## src/rtl/trn_tlp_pkg.sv

```systemverilog
// Shared TRN/TLP constants, FSM state encoding and the MRd descriptor record.
package trn_tlp_pkg;

  localparam logic [1:0] FMT_3DW_NODATA = 2'b00;
  localparam logic [1:0] FMT_4DW_NODATA = 2'b01;
  localparam logic [4:0] TYPE_MRD       = 5'b0_0000;

  localparam logic [7:0] TREM_QW    = 8'h00;
  localparam logic [7:0] TREM_DW_HI = 8'h0F;

  typedef enum logic [1:0] {
    IDLE      = 2'd0,
    WAIT_TURN = 2'd1,
    HDR0      = 2'd2,
    HDR1      = 2'd3
  } mrd_state_e;

  typedef struct packed {
    logic [63:0] addr;
    logic [9:0]  len_dw;
    logic [7:0]  tag;
  } mrd_desc_t;

endpackage

```

## src/rtl/tlp_mrd_hdr_builder.sv

```systemverilog
// Combinational MRd header formatter: descriptor + requester ID -> two TRN qwords.
module tlp_mrd_hdr_builder
  import trn_tlp_pkg::*;
(
  input  mrd_desc_t   desc,
  input  logic [15:0] completer_id,
  output logic [63:0] qw0,
  output logic [63:0] qw1,
  output logic        is4dw
);

  logic [1:0]  fmt;
  logic [3:0]  last_be;
  logic [31:0] dw0;
  logic [31:0] dw1;
  logic [31:0] addr_lo;

  // Build both header qwords; a single-DW read must carry lastBE = 0.
  always_comb begin
    is4dw   = |desc.addr[63:32];
    fmt     = is4dw ? FMT_4DW_NODATA : FMT_3DW_NODATA;
    last_be = (desc.len_dw == 10'd1) ? 4'h0 : 4'hF;
    addr_lo = desc.addr[31:0] & ~32'h3;
    dw0     = {1'b0, fmt, TYPE_MRD, 14'b0, desc.len_dw};
    dw1     = {completer_id, desc.tag, last_be, 4'hF};
    qw0     = {dw0, dw1};
    qw1     = is4dw ? {desc.addr[63:32], addr_lo} : {addr_lo, 32'h0};
  end

endmodule

```

## src/rtl/tx_turn_mrd_requester.sv

```systemverilog
// Turn-arbitrated MRd requester: holds one descriptor, waits for a tx_turn grant
// with non-posted credit, then drives one MRd TLP on the TRN Tx interface.
//
//  state     | meaning
//  ----------+------------------------------------------------------------
//  IDLE      | descriptor slot empty, req_ready high
//  WAIT_TURN | descriptor held, waiting for tx_turn with buffer credit
//  HDR0      | driving qword 0 (SOF), waiting for tdst_rdy
//  HDR1      | driving qword 1 (EOF), waiting for tdst_rdy
module tx_turn_mrd_requester
  import trn_tlp_pkg::*;
#(
  parameter int BUF_AV_BIT = 1,
  parameter int CNT_W      = 16
) (
  input  logic             trn_clk,
  input  logic             reset,
  input  logic             req_valid,
  output logic             req_ready,
  input  logic [63:0]      req_addr,
  input  logic [9:0]       req_len_dw,
  input  logic [7:0]       req_tag,
  input  logic [15:0]      cfg_completer_id,
  input  logic             tx_turn,
  output logic             tx_driven,
  output logic [63:0]      trn_td,
  output logic [7:0]       trn_trem_n,
  output logic             trn_tsof_n,
  output logic             trn_teof_n,
  output logic             trn_tsrc_rdy_n,
  output logic             trn_tsrc_dsc_n,
  input  logic             trn_tdst_rdy_n,
  input  logic             trn_tdst_dsc_n,
  input  logic [3:0]       trn_tbuf_av,
  output logic [CNT_W-1:0] issued_cnt,
  output logic [CNT_W-1:0] discard_cnt
);

  localparam logic [CNT_W-1:0] CNT_ONE = CNT_W'(1);

  mrd_state_e       state, state_nxt;
  mrd_desc_t        desc, desc_nxt;
  logic             driven_nxt, src_rdy_n_nxt, sof_n_nxt, eof_n_nxt;
  logic [63:0]      td_nxt;
  logic [7:0]       trem_n_nxt;
  logic [CNT_W-1:0] issued_nxt, discard_nxt;
  logic [63:0]      qw0, qw1;
  logic             is4dw;
  logic             buf_ok;

  tlp_mrd_hdr_builder u_hdr (
    .desc         (desc),
    .completer_id (cfg_completer_id),
    .qw0          (qw0),
    .qw1          (qw1),
    .is4dw        (is4dw)
  );

  assign buf_ok         = |(trn_tbuf_av & (4'b0001 << BUF_AV_BIT));
  assign req_ready      = (state == IDLE);
  assign trn_tsrc_dsc_n = 1'b1;

  // Next-state and next registered-output decode; everything holds by default,
  // which also keeps td/trem/sof/eof stable across destination stalls.
  always_comb begin
    state_nxt     = state;
    desc_nxt      = desc;
    driven_nxt    = tx_driven;
    src_rdy_n_nxt = trn_tsrc_rdy_n;
    sof_n_nxt     = trn_tsof_n;
    eof_n_nxt     = trn_teof_n;
    td_nxt        = trn_td;
    trem_n_nxt    = trn_trem_n;
    issued_nxt    = issued_cnt;
    discard_nxt   = discard_cnt;
    case (state)
      IDLE: begin
        if (req_valid) begin
          desc_nxt.addr   = req_addr;
          desc_nxt.len_dw = req_len_dw;
          desc_nxt.tag    = req_tag;
          state_nxt       = WAIT_TURN;
        end
      end
      WAIT_TURN: begin
        if (tx_turn && buf_ok) begin
          state_nxt     = HDR0;
          driven_nxt    = 1'b1;
          src_rdy_n_nxt = 1'b0;
          sof_n_nxt     = 1'b0;
          eof_n_nxt     = 1'b1;
          td_nxt        = qw0;
          trem_n_nxt    = TREM_QW;
        end
      end
      HDR0, HDR1: begin
        if (!trn_tdst_dsc_n) begin
          // Aborted frame: keep the descriptor so the next turn resends it.
          state_nxt     = WAIT_TURN;
          driven_nxt    = 1'b0;
          src_rdy_n_nxt = 1'b1;
          sof_n_nxt     = 1'b1;
          eof_n_nxt     = 1'b1;
          discard_nxt   = discard_cnt + CNT_ONE;
        end else if (!trn_tdst_rdy_n) begin
          if (state == HDR0) begin
            state_nxt  = HDR1;
            sof_n_nxt  = 1'b1;
            eof_n_nxt  = 1'b0;
            td_nxt     = qw1;
            trem_n_nxt = is4dw ? TREM_QW : TREM_DW_HI;
          end else begin
            state_nxt     = IDLE;
            driven_nxt    = 1'b0;
            src_rdy_n_nxt = 1'b1;
            eof_n_nxt     = 1'b1;
            issued_nxt    = issued_cnt + CNT_ONE;
          end
        end
      end
      default: state_nxt = IDLE;
    endcase
  end

  // State, descriptor and registered TRN outputs.
  always_ff @(posedge trn_clk) begin
    if (reset) begin
      state          <= IDLE;
      desc           <= '0;
      tx_driven      <= 1'b0;
      trn_tsrc_rdy_n <= 1'b1;
      trn_tsof_n     <= 1'b1;
      trn_teof_n     <= 1'b1;
      trn_td         <= '0;
      trn_trem_n     <= TREM_QW;
      issued_cnt     <= '0;
      discard_cnt    <= '0;
    end else begin
      state          <= state_nxt;
      desc           <= desc_nxt;
      tx_driven      <= driven_nxt;
      trn_tsrc_rdy_n <= src_rdy_n_nxt;
      trn_tsof_n     <= sof_n_nxt;
      trn_teof_n     <= eof_n_nxt;
      trn_td         <= td_nxt;
      trn_trem_n     <= trem_n_nxt;
      issued_cnt     <= issued_nxt;
      discard_cnt    <= discard_nxt;
    end
  end

endmodule

```

## config.mk

```make
export PLATFORM = sky130hd
export DESIGN_NAME = tx_turn_mrd_requester
export DESIGN_NICKNAME = d
export VERILOG_FILES = /design/src/rtl/trn_tlp_pkg.sv /design/src/rtl/tlp_mrd_hdr_builder.sv /design/src/rtl/tx_turn_mrd_requester.sv
export SDC_FILE = /design/constraint.sdc
export NUM_CORES = 1
export LEC_CHECK = 0
export ABC_AREA = 1
export CAP_MARGIN = 5
export CORE_ASPECT_RATIO = 1.1
export CORE_MARGIN = 2
export CORE_UTILIZATION = 50
export CTS_CLUSTER_DIAMETER = 60
export DETAILED_ROUTE_END_ITERATION = 10
export PLACE_DENSITY = 0.86
export SYNTH_ARGS = -nofsm -noshare
export SYNTH_HDL_FRONTEND = slang
export SYNTH_HIERARCHICAL = 1
export SYNTH_SLANG_ARGS = --single-unit
```

## constraint.sdc

```tcl
create_clock -name trn_clk -period 2.2 [get_ports trn_clk]
set_clock_uncertainty 0.15 [all_clocks]
set_input_delay 0.44 -clock trn_clk [delete_from_list [all_inputs] [get_ports trn_clk]]
set_output_delay 0.44 -clock trn_clk [all_outputs]
set_load 0.02 [all_outputs]
```

## Word level (Yosys, flattened, before mapping)

Index checks and enable logic that the tools add are counted.

| operators by class | value |
|---|---|
| muxes and demuxes | 38 |
| reduce and logical (&&, ||, !) cells | 13 |
| equality and inequality tests | 12 |
| bitwise operators | 3 |
| $add $sub $neg | 2 |

Operators by type and width:

| kind | count |
|---|---|
| two-way mux 64 bit | 5 |
| case mux 64 bit (2 select lines) | 1 |
| adder 16 x 1 -> 16 bit (second input constant) | 2 |
| two-way mux 8 bit | 4 |
| OR reduction 32 bit | 1 |
| case mux 8 bit (2 select lines) | 1 |
| two-way mux 1 bit | 15 |
| AND reduction 4 bit | 3 |
| equality test 10 x 1 -> 1 bit (second input constant) | 1 |
| two-way mux 2 bit | 5 |
| inequality test 2 bit (second input constant) | 5 |
| inequality test 3 bit (second input constant) | 3 |
| two-way mux 4 bit | 2 |
| case mux 1 bit (2 select lines) | 4 |
| case mux 2 bit (3 select lines) | 1 |
| AND reduction 3 bit | 2 |
| AND reduction 5 bit | 1 |
| equality test 2 bit (second input constant) | 2 |
| AND reduction 2 bit | 2 |
| inverter 1 bit | 3 |
| equality test 2 x 1 -> 1 bit (second input constant) | 1 |
| logical NOT 2 bit | 1 |
| nonzero test 2 bit | 1 |
| OR reduction 2 bit | 1 |
| logical AND 1 bit | 1 |

| word-level totals | value |
|---|---|
| register bits after elaboration | 192 |
| logic and storage cells | 80 |
| bits of input ports | 108 |

## Longest topological paths before layout

Gate-level depths: netlist of run 1.

| depth | value |
|---|---|
| word-level depth | 6 |
| depth in mapped cells | 12 |
| gate-level depth less buffers | 11 |

## Cells and area by module

The synthesis of run 1 kept the hierarchy.

Modules (own cells, without submodules):

| module | seq. area each (um^2) | instances | cells each | area each (um^2) |
|---|---|---|---|---|
| tx_turn_mrd_requester | 3703.6 | 1 | 1133 | 7995.2 |
| tlp_mrd_hdr_builder | 0.0 | 1 | 261 | 1253.7 |

## Worst setup path after synthesis of run 1

Ideal clock, no wire load.

| path | value |
|---|---|
| path type | register to register |
| from | reg desc[53] (netlist name) |
| to | reg trn_trem_n[2] |
| slack | 0.504 ns |
| path buffers | 1 |
| data required time | 1.985 ns |
| data arrival time | 1.480 ns |
| stages on the path, launching flop included | 12 |
| cells stage by stage | dfxtp_1 > nor2_1 > nand2_1 > nor2_1 > nand2_1 > nor2_4 > buf_2 > inv_1 > or2_2 > nand3_1 > nand2_1 > nor2_1 |

| on the way | value |
|---|---|
| word-level cells in the longest chain between the ends | 6 |

RTL lines:

| item | line | source |
|---|---|---|
| OR reduction 32 bit | tlp_mrd_hdr_builder.sv:20 | `is4dw = \|desc.addr[63:32];` |
| via is4dw | tx_turn_mrd_requester.sv:48 | `logic is4dw;` |
| two-way mux 4 bit | tx_turn_mrd_requester.sv:111 | `trem_n_nxt = is4dw ? TREM_QW : TREM_DW_HI;` |
| two-way mux 8 bit | tx_turn_mrd_requester.sv:106 | `if (state == HDR0) begin` |
| two-way mux 8 bit | tx_turn_mrd_requester.sv:105 | `end else if (!trn_tdst_rdy_n) begin` |
| two-way mux 8 bit | tx_turn_mrd_requester.sv:97 | `if (!trn_tdst_dsc_n) begin` |
| case mux 8 bit (2 select lines) | tx_turn_mrd_requester.sv:76 | `case (state)` |
| end signal: assignment | tx_turn_mrd_requester.sv:146 | `trn_trem_n <= trem_n_nxt;` |
| end: declaration | tx_turn_mrd_requester.sv:27 | `output logic [7:0] trn_trem_n,` |

The timed path passes the listed nets, and every way through them passes these cells. The select of a mux whose other input is x is not followed.
A chain may end at the register's enable or synchronous reset.

## Worst setup path in the final report of run 1

| path | value |
|---|---|
| from | reg discard_cnt[8] |
| to | out discard_cnt[8] |

RTL lines:

| item | line | source |
|---|---|---|
| start: declaration | tx_turn_mrd_requester.sv:36 | `output logic [CNT_W-1:0] discard_cnt` |
| start signal: assignment | tx_turn_mrd_requester.sv:148 | `discard_cnt <= discard_nxt;` |

No word-level cell between the ends.

==> results of run 1 <==
==> state kept, by name (all words and copies together), names as in the netlist <==
name / count
desc: 80
trn_td: 64
discard_cnt: 16
issued_cnt: 16
state: 2
trn_teof_n: 1
trn_trem_n: 1
trn_tsof_n: 1
trn_tsrc_rdy_n: 1
tx_driven: 1
==> through the flow <==
stage | worst slack (ps) | hold WS (ps) | instance area [µm²] | std cells
after floorplan | 504 | 306 | 9290 | 1414
after global placement | 83.4 | 292 | 11000 | 1731
after detailed placement | 35.2 | 295 | 11000 | 1731
after CTS | 82.6 | 310 | 11600 | 1763
after global routing | 12.9 | 327 | 11600 | 1763
final | 88.9 | 306 | 11600 | 1763
==> power groups by stage <==
stage	Clock (mW)	Combinational [mW]	Sequential, mW
floorplan	0	2.49	4.49
global placement	0	3.80	4.30
detailed placement	0	3.87	4.32
CTS	3.01	3.88	4.25
global route	3.17	4.28	4.32
finish	2.98	3.90	4.26
==> how the worst min path moves through the flow <==
stage	endpoint	from	cells after the start
floorplan	desc[0]$_SDFFE_PP0P_	desc[0]$_SDFFE_PP0P_	2
global placement	trn_tsrc_rdy_n$_SDFFE_PP1P_	trn_tsrc_rdy_n$_SDFFE_PP1P_	2
detailed placement	trn_teof_n$_SDFFE_PP1P_	trn_teof_n$_SDFFE_PP1P_	2
CTS	trn_teof_n$_SDFFE_PP1P_	trn_teof_n$_SDFFE_PP1P_	2
global route	trn_td[61]$_SDFFE_PP0P_	trn_td[61]$_SDFFE_PP0P_	2
finish	trn_teof_n$_SDFFE_PP1P_	trn_teof_n$_SDFFE_PP1P_	2
==> cell type report <==
class | count | share of cell area [%]
flip-flops and latches | 183 | 31.6
well taps | 238 | 2.57
repair buffers | 233 | 20.8
clock inverters | 15 | 1.25
inverters | 102 | 3.30
multi-input cells | 975 | 36.8
clock buffers | 17 | 3.67
==> metal layers <==
layer,wire [µm],vias to the layer above
met1,11200,4024
met3,1680,46
met5,13,-
met4,620,2
met2,11700,331
li1,-,4457
==> placed cells by master (no fill, tap or decap), types with 4 or more instances in the layout <==
| cell | instances |
|---|---|
| inv_2 | 6 |
| clkbuf_16 | 17 |
| dfxtp_1 | 182 |
| nor2_2 | 4 |
| inv_6 | 5 |
| buf_4 | 15 |
| nand3_1 | 89 |
| nor2_1 | 254 |
| buf_12 | 12 |
| a21oi_2 | 20 |
| inv_1 | 96 |
| clkinvlp_4 | 4 |
| nand2_1 | 366 |
| clkdlybuf4s50_1 | 205 |
| conb_1 | 32 |
| o21ai_0 | 87 |
| o21ai_1 | 9 |
| a21oi_1 | 61 |
| nor3_1 | 5 |
| xor2_1 | 4 |
| nand2_2 | 22 |
| nand4_1 | 6 |
==> worst min-delay path: stages, from the launching register on <==
cell and delay, ps:
dfxtp_1 330, nand2_1 50, nand3_1 50
==> timing repair <==
| item | in CTS | in global routing |
|---|---|---|
| setup buffers | 0 | 0 |
| resized for setup | 1 | 0 |
| endpoints found under the setup margin | 1 | 0 |
| hold endpoints to repair | 0 | 0 |
==> summary.txt, run 1 <==
Setup path
  • Worst path max stage delay: 640 ps
  • Critical Path End Type: output port
  • Critical path peak fanout: 6
  • Slowest CP cell: clkdlybuf4s50_1
  • Critical path depth: 1
  • Req. time, crit path: 1610 ps
  • Reg-to-reg startpoint: desc[57]$_SDFFE_PP0P_
  • CP bufs+invs: 1
  • Data arrival time of the worst path: 1520 ps
  • Worst Setup Start Kind: register
  • Crit path from: discard_cnt[8]$_SDFFE_PP0P_
  • Critical path cell sequence: clkdlybuf4s50_1
  • Worst Setup EP: discard_cnt[8]
  • CP delay by family, top: buffers and inverters
  • Cells on worst reg2reg path: 12
  • FF-to-FF setup slack: 190 ps
  • WS Path Type: reg -> out
  • R2R Path End: trn_td[45]$_SDFFE_PP0P_

Floorplan
  • Die Footprint: 19500 µm²
  • Top Ports: 218
  • Height of the die: 146 µm
  • Die W: 133 µm
  • Core area: 17900 µm²
  • Initial core utilization: 51.4%
  • Rows: 51

Timing
  • Setup violations, final: 0
  • Final min period: 2110 ps
  • Slew Viols, Final: 0
  • Setup_tns: 0 ps
  • Slew @ Worst Pin: 493 ps
  • Crit share post-route: 96.0%
  • Fin. Hold Viols: 0
  • Slew Limit Headroom: 66.8%
  • Fmax achieved: 474 MHz
  • RSZ-0062 raised after global routing: false

Final layout
  • Final net count: 1622
  • Area of the multi-input gates: 4270 µm²
  • Antenna fix cells: 0
  • Filler Cell Count: 1597
  • Area delta synth->final: 26.3%
  • FF+latch area: 3660 µm²
  • Finished Core Util: 64.9%
  • Share of layout cells above drive strength 1: 7.74%

Power
  • Seq pwr share: 38.2%
  • Leak: 4.85 nW
  • Gate power share: 35.0%
  • Total chip power: 11.1 mW
  • Clock share of power: 26.8%
  • Internal: 6.99 mW
  • VDD IR max: 0.650 mV
  • Sw Ratio: 37.2%
  • P_sw: 4.14 mW
  • PD cells: 960 nW/µm²

Place
  • Routability cong.: 0.902
  • Port Buf Inserts: 207
  • Post-detailed-placement half-perimeter wirelength: 17.6 mm

Synth
  • Synth Cell Area: 9180 µm²
  • Avg Cell Area, Syn: 6.63 µm²
  • Post-Synthesis Cells: 1386
  • Yosys warns: 6

Global routing
  • Vias in the first global route: 8220
  • Largest net degree at the start of global routing: 78
  • GRT busiest layer: met2
  • GRT met3 Usage: 5.52%
  • GR Layer Usage met1: 33.4%
  • Initial antenna violation count: 1
  • GRT Util Overall: 25.9%
  • Met2 usage: 42.9%
  • Global-route wire length before repair: 40.8 mm
  • Grt total ovfl: 0

Run
  • Max_cap viols: 0

Route
  • Initial drt markers: 625
  • DRT Wirelength: 25.2 mm
  • Post-DR wirelength/cell: 14.3 µm
  • Final ANT Viol Nets: 0
  • Vias: 8860
  • Via density: 5.03
  • Pre-antenna DRT Iters: 6
  • DRC viols: 0

Clocking
  • Clk_lat worst skew: 430 ps
  • Hold buffers post-CTS: 0
  • # H-tree levels: 4
  • CTS buffer count: 17
  • Clock slew at reported path FFs: 80 ps
  • CTS Root Cell: clkbuf_16
  • CTS tree: yes
  • Clock Sinks: 183
  • Clk buf depth: 2

Hold path
  • Tightest Hold Check Type: reg -> reg

Run status
  • Status: finished, final reports clean
No activity file was read; power rests on OpenSTA's default activity.
==> inputs of run 2 (changes only) <==
- RECOVER_POWER: not set -> 25
- SLEW_MARGIN: not set -> 25
==> run 2 against run 1 <==
Against the previous run:
- global-route usage is the same
- critical path type unchanged
- sequential share of layout area grew 0.16 points
- clock power is essentially flat
- wire length is essentially flat
- final cell count is essentially flat
- highest routed layer unchanged
- sequential power is essentially flat
- design area shrank 0.52%
- maximum frequency grew 0.65%
==> summary.txt, run 2 (synthesis gave the netlist of run 1 again) <==
Place
  • Post-detailed-placement half-perimeter wirelength: 17.6 mm (unchanged)
  • Port Buf Inserts: 207 (unchanged)
  • Routability cong.: 0.902 (unchanged)

Final layout
  • Most flops, register: desc
  • FF+latch area: 3660 µm² (unchanged)
  • Most frequent cells in the layout: 368 x nand2_1, 256 x nor2_1, 204 x clkdlybuf4s50_1, 182 x dfxtp_1, 98 x inv_1
  • Filler Cell Count: 1614 (+1.1%)
  • Largest regs: desc (80), trn_td (64)
  • Share of layout cells above drive strength 1: 7.08% (-0.66 points)
  • Most common cell after layout, fill and taps aside: nand2_1
  • Max FFs per register: 80 (unchanged)
  • Area delta synth->final: 25.6%
  • Finished Core Util: 64.6% (-0.34 points)
  • Final net count: 1622 (unchanged)
  • Area of the multi-input gates: 4260 µm² (-0.23%)

Clocking
  • CTS tree: yes
  • Setup bufs post-CTS: 0 (unchanged)
  • # H-tree levels: 4 (unchanged)
  • Clk buf depth: 2 (unchanged)
  • Clk_lat worst skew: 430 ps (about the same)
  • CTS buffer count: 17 (unchanged)
  • Clock Sinks: 183 (unchanged)
  • Clock slew at reported path FFs: 70 ps (about the same)
  • CTS Root Cell: clkbuf_16

Setup path
  • Slowest CP cell: clkdlybuf4s50_1
  • Req. time, crit path: 1610 ps (about the same)
  • CP bufs+invs: 1 (unchanged)
  • CP delay by family, top: buffers and inverters
  • Critical Path End Type: output port
  • Worst path max stage delay: 640 ps (about the same)
  • Critical path peak fanout: 6 (unchanged)
  • Reg-to-reg startpoint: desc[57]$_SDFFE_PP0P_
  • Worst Setup Start Kind: register
  • FF-to-FF setup slack: 160 ps (-30 ps)
  • Crit path from: discard_cnt[8]$_SDFFE_PP0P_
  • Data arrival time of the worst path: 1510 ps (about the same)
  • Critical path cell sequence: clkdlybuf4s50_1
  • WS Path Type: reg -> out

Floorplan
  • Die Footprint: 19500 µm² (unchanged)
  • Height of the die: 146 µm (unchanged)
  • Rows: 51 (unchanged)
  • Die W: 133 µm (unchanged)
  • Top Ports: 218 (unchanged)
  • Initial core utilization: 51.4% (unchanged)
  • Core area: 17900 µm² (unchanged)

Global routing
  • Global-route wire length before repair: 40.8 mm (unchanged)
  • Largest net degree at the start of global routing: 78 (unchanged)
  • GRT Util Overall: 25.9% (unchanged)
  • Grt total ovfl: 0 (unchanged)
  • Vias in the first global route: 8220 (unchanged)
  • Initial antenna violation count: 2 (+1)

Route
  • Pre-antenna DRT Iters: 5 (-1)
  • Via density: 5.03 (+0.11%)
  • Final ANT Viol Nets: 0 (unchanged)
  • Post-DR wirelength/cell: 14.3 µm (about the same)
  • DRC viols: 0 (unchanged)
  • Initial drt markers: 619 (-0.96%)
  • DRT Wirelength: 25.2 mm (about the same)
  • Vias: 8875 (+0.17%)

Timing
  • Slew @ Worst Pin: 518 ps (+24.6 ps)
  • Final min period: 2100 ps (-13.7 ps)
  • RSZ-0062 raised after global routing: false
  • Slew Viols, Final: 0 (unchanged)
  • Fin. Hold Viols: 0 (unchanged)
  • Crit share post-route: 95.3% (-0.62 points)
  • Slew Limit Headroom: 65.5% (-1.3 points)
  • Fmax achieved: 477 MHz (+0.65%)
  • Setup violations, final: 0 (unchanged)
  • Setup_tns: 0 ps (unchanged)

Power
  • Leak: 4.82 nW (-0.54%)
  • PD cells: 958 nW/µm² (-0.18%)
  • VDD IR max: 0.639 mV (-1.7%)

Hold path
  • Hold Startpoint: trn_teof_n$_SDFFE_PP1P_
  • Tightest Hold Check Type: reg -> reg

Run status
  • Status: finished, final reports clean

Run
  • Max_cap viols: 0 (unchanged)
-- run 2: cell types whose count changed in the layout (fill, tap and decap cells not counted) --
cell / previous run / this run
nor2_1: 254 / 256
buf_4: 15 / 11
nand2_2: 22 / 20
diode_2: 0 / 1
inv_2: 6 / 4
inv_1: 96 / 98
nor2_2: 4 / 2
buf_12: 12 / 9
dlygate4sd3_1: 0 / 1
clkbuf_4: 0 / 3
clkdlybuf4s50_1: 205 / 204
clkbuf_1: 0 / 4
nand2_1: 366 / 368
-- run 2: final timing paths --
kind / end / cells after the start
worst min-delay path: trn_teof_n$_SDFFE_PP1P_ / 2
worst max register to register: trn_td[45]$_SDFFE_PP0P_ / 12
worst max-delay path: discard_cnt[8] / 1
worst min register to register: trn_teof_n$_SDFFE_PP1P_ / 2
-- run 2: area by class of cell --
cell class / instances / area share, %
Inverter: 102 / 3.32
Clock buffer: 17 / 3.69
Clock inverter: 15 / 1.26
Multi-Input combinational cell: 975 / 36.9
Sequential cell: 183 / 31.8
Tap cell: 238 / 2.58
Timing Repair Buffer: 233 / 20.5
Antenna cell: 1 / 0.0217
-- run 2: through the flow --
stage,power (mW),hold slack (ps),cells,worst slack [ps],cell area (µm²)
floorplan,6.98,306,1414,504,9290
global placement,8.10,292,1731,83.4,11000
detailed placement,8.19,295,1731,35.2,11000
CTS,11.1,310,1763,82.6,11600
global route,11.7,327,1764,12.9,11500
finish,11.1,307,1764,103,11500
-- run 2: report_power, final --
part           internal [mW]  switching [mW]  total [mW]
clock network           1.59            1.39        2.98
logic                   1.49            2.33        3.82
registers               3.85           0.398        4.25
-- run 2: routing by layer --
| metal | vias up | track usage (%) | part of all wire (%) | wire length, µm |
|---|---|---|---|---|
| li1 | 4452 | - | - | - |
| met1 | 4012 | 33.4 | 43 | 11000 |
| met2 | 359 | 42.9 | 46 | 11700 |
| met3 | 50 | 5.52 | 7.6 | 1910 |
| met4 | 2 | 9.15 | 2.5 | 623 |
| met5 | - | 0 | 0.052 | 13 |
-- run 2: what timing repair did --
action | CTS | global route
hold buffers | 0 | 0
gates resized for setup | 1 | 0
setup endpoints to repair | 1 | 0
==> inputs of run 3 (changes only) <==
- TNS_END_PERCENT: not set -> 20
==> results of run 3 <==
Final layout, timing and power as in run 2 (identical DEF).
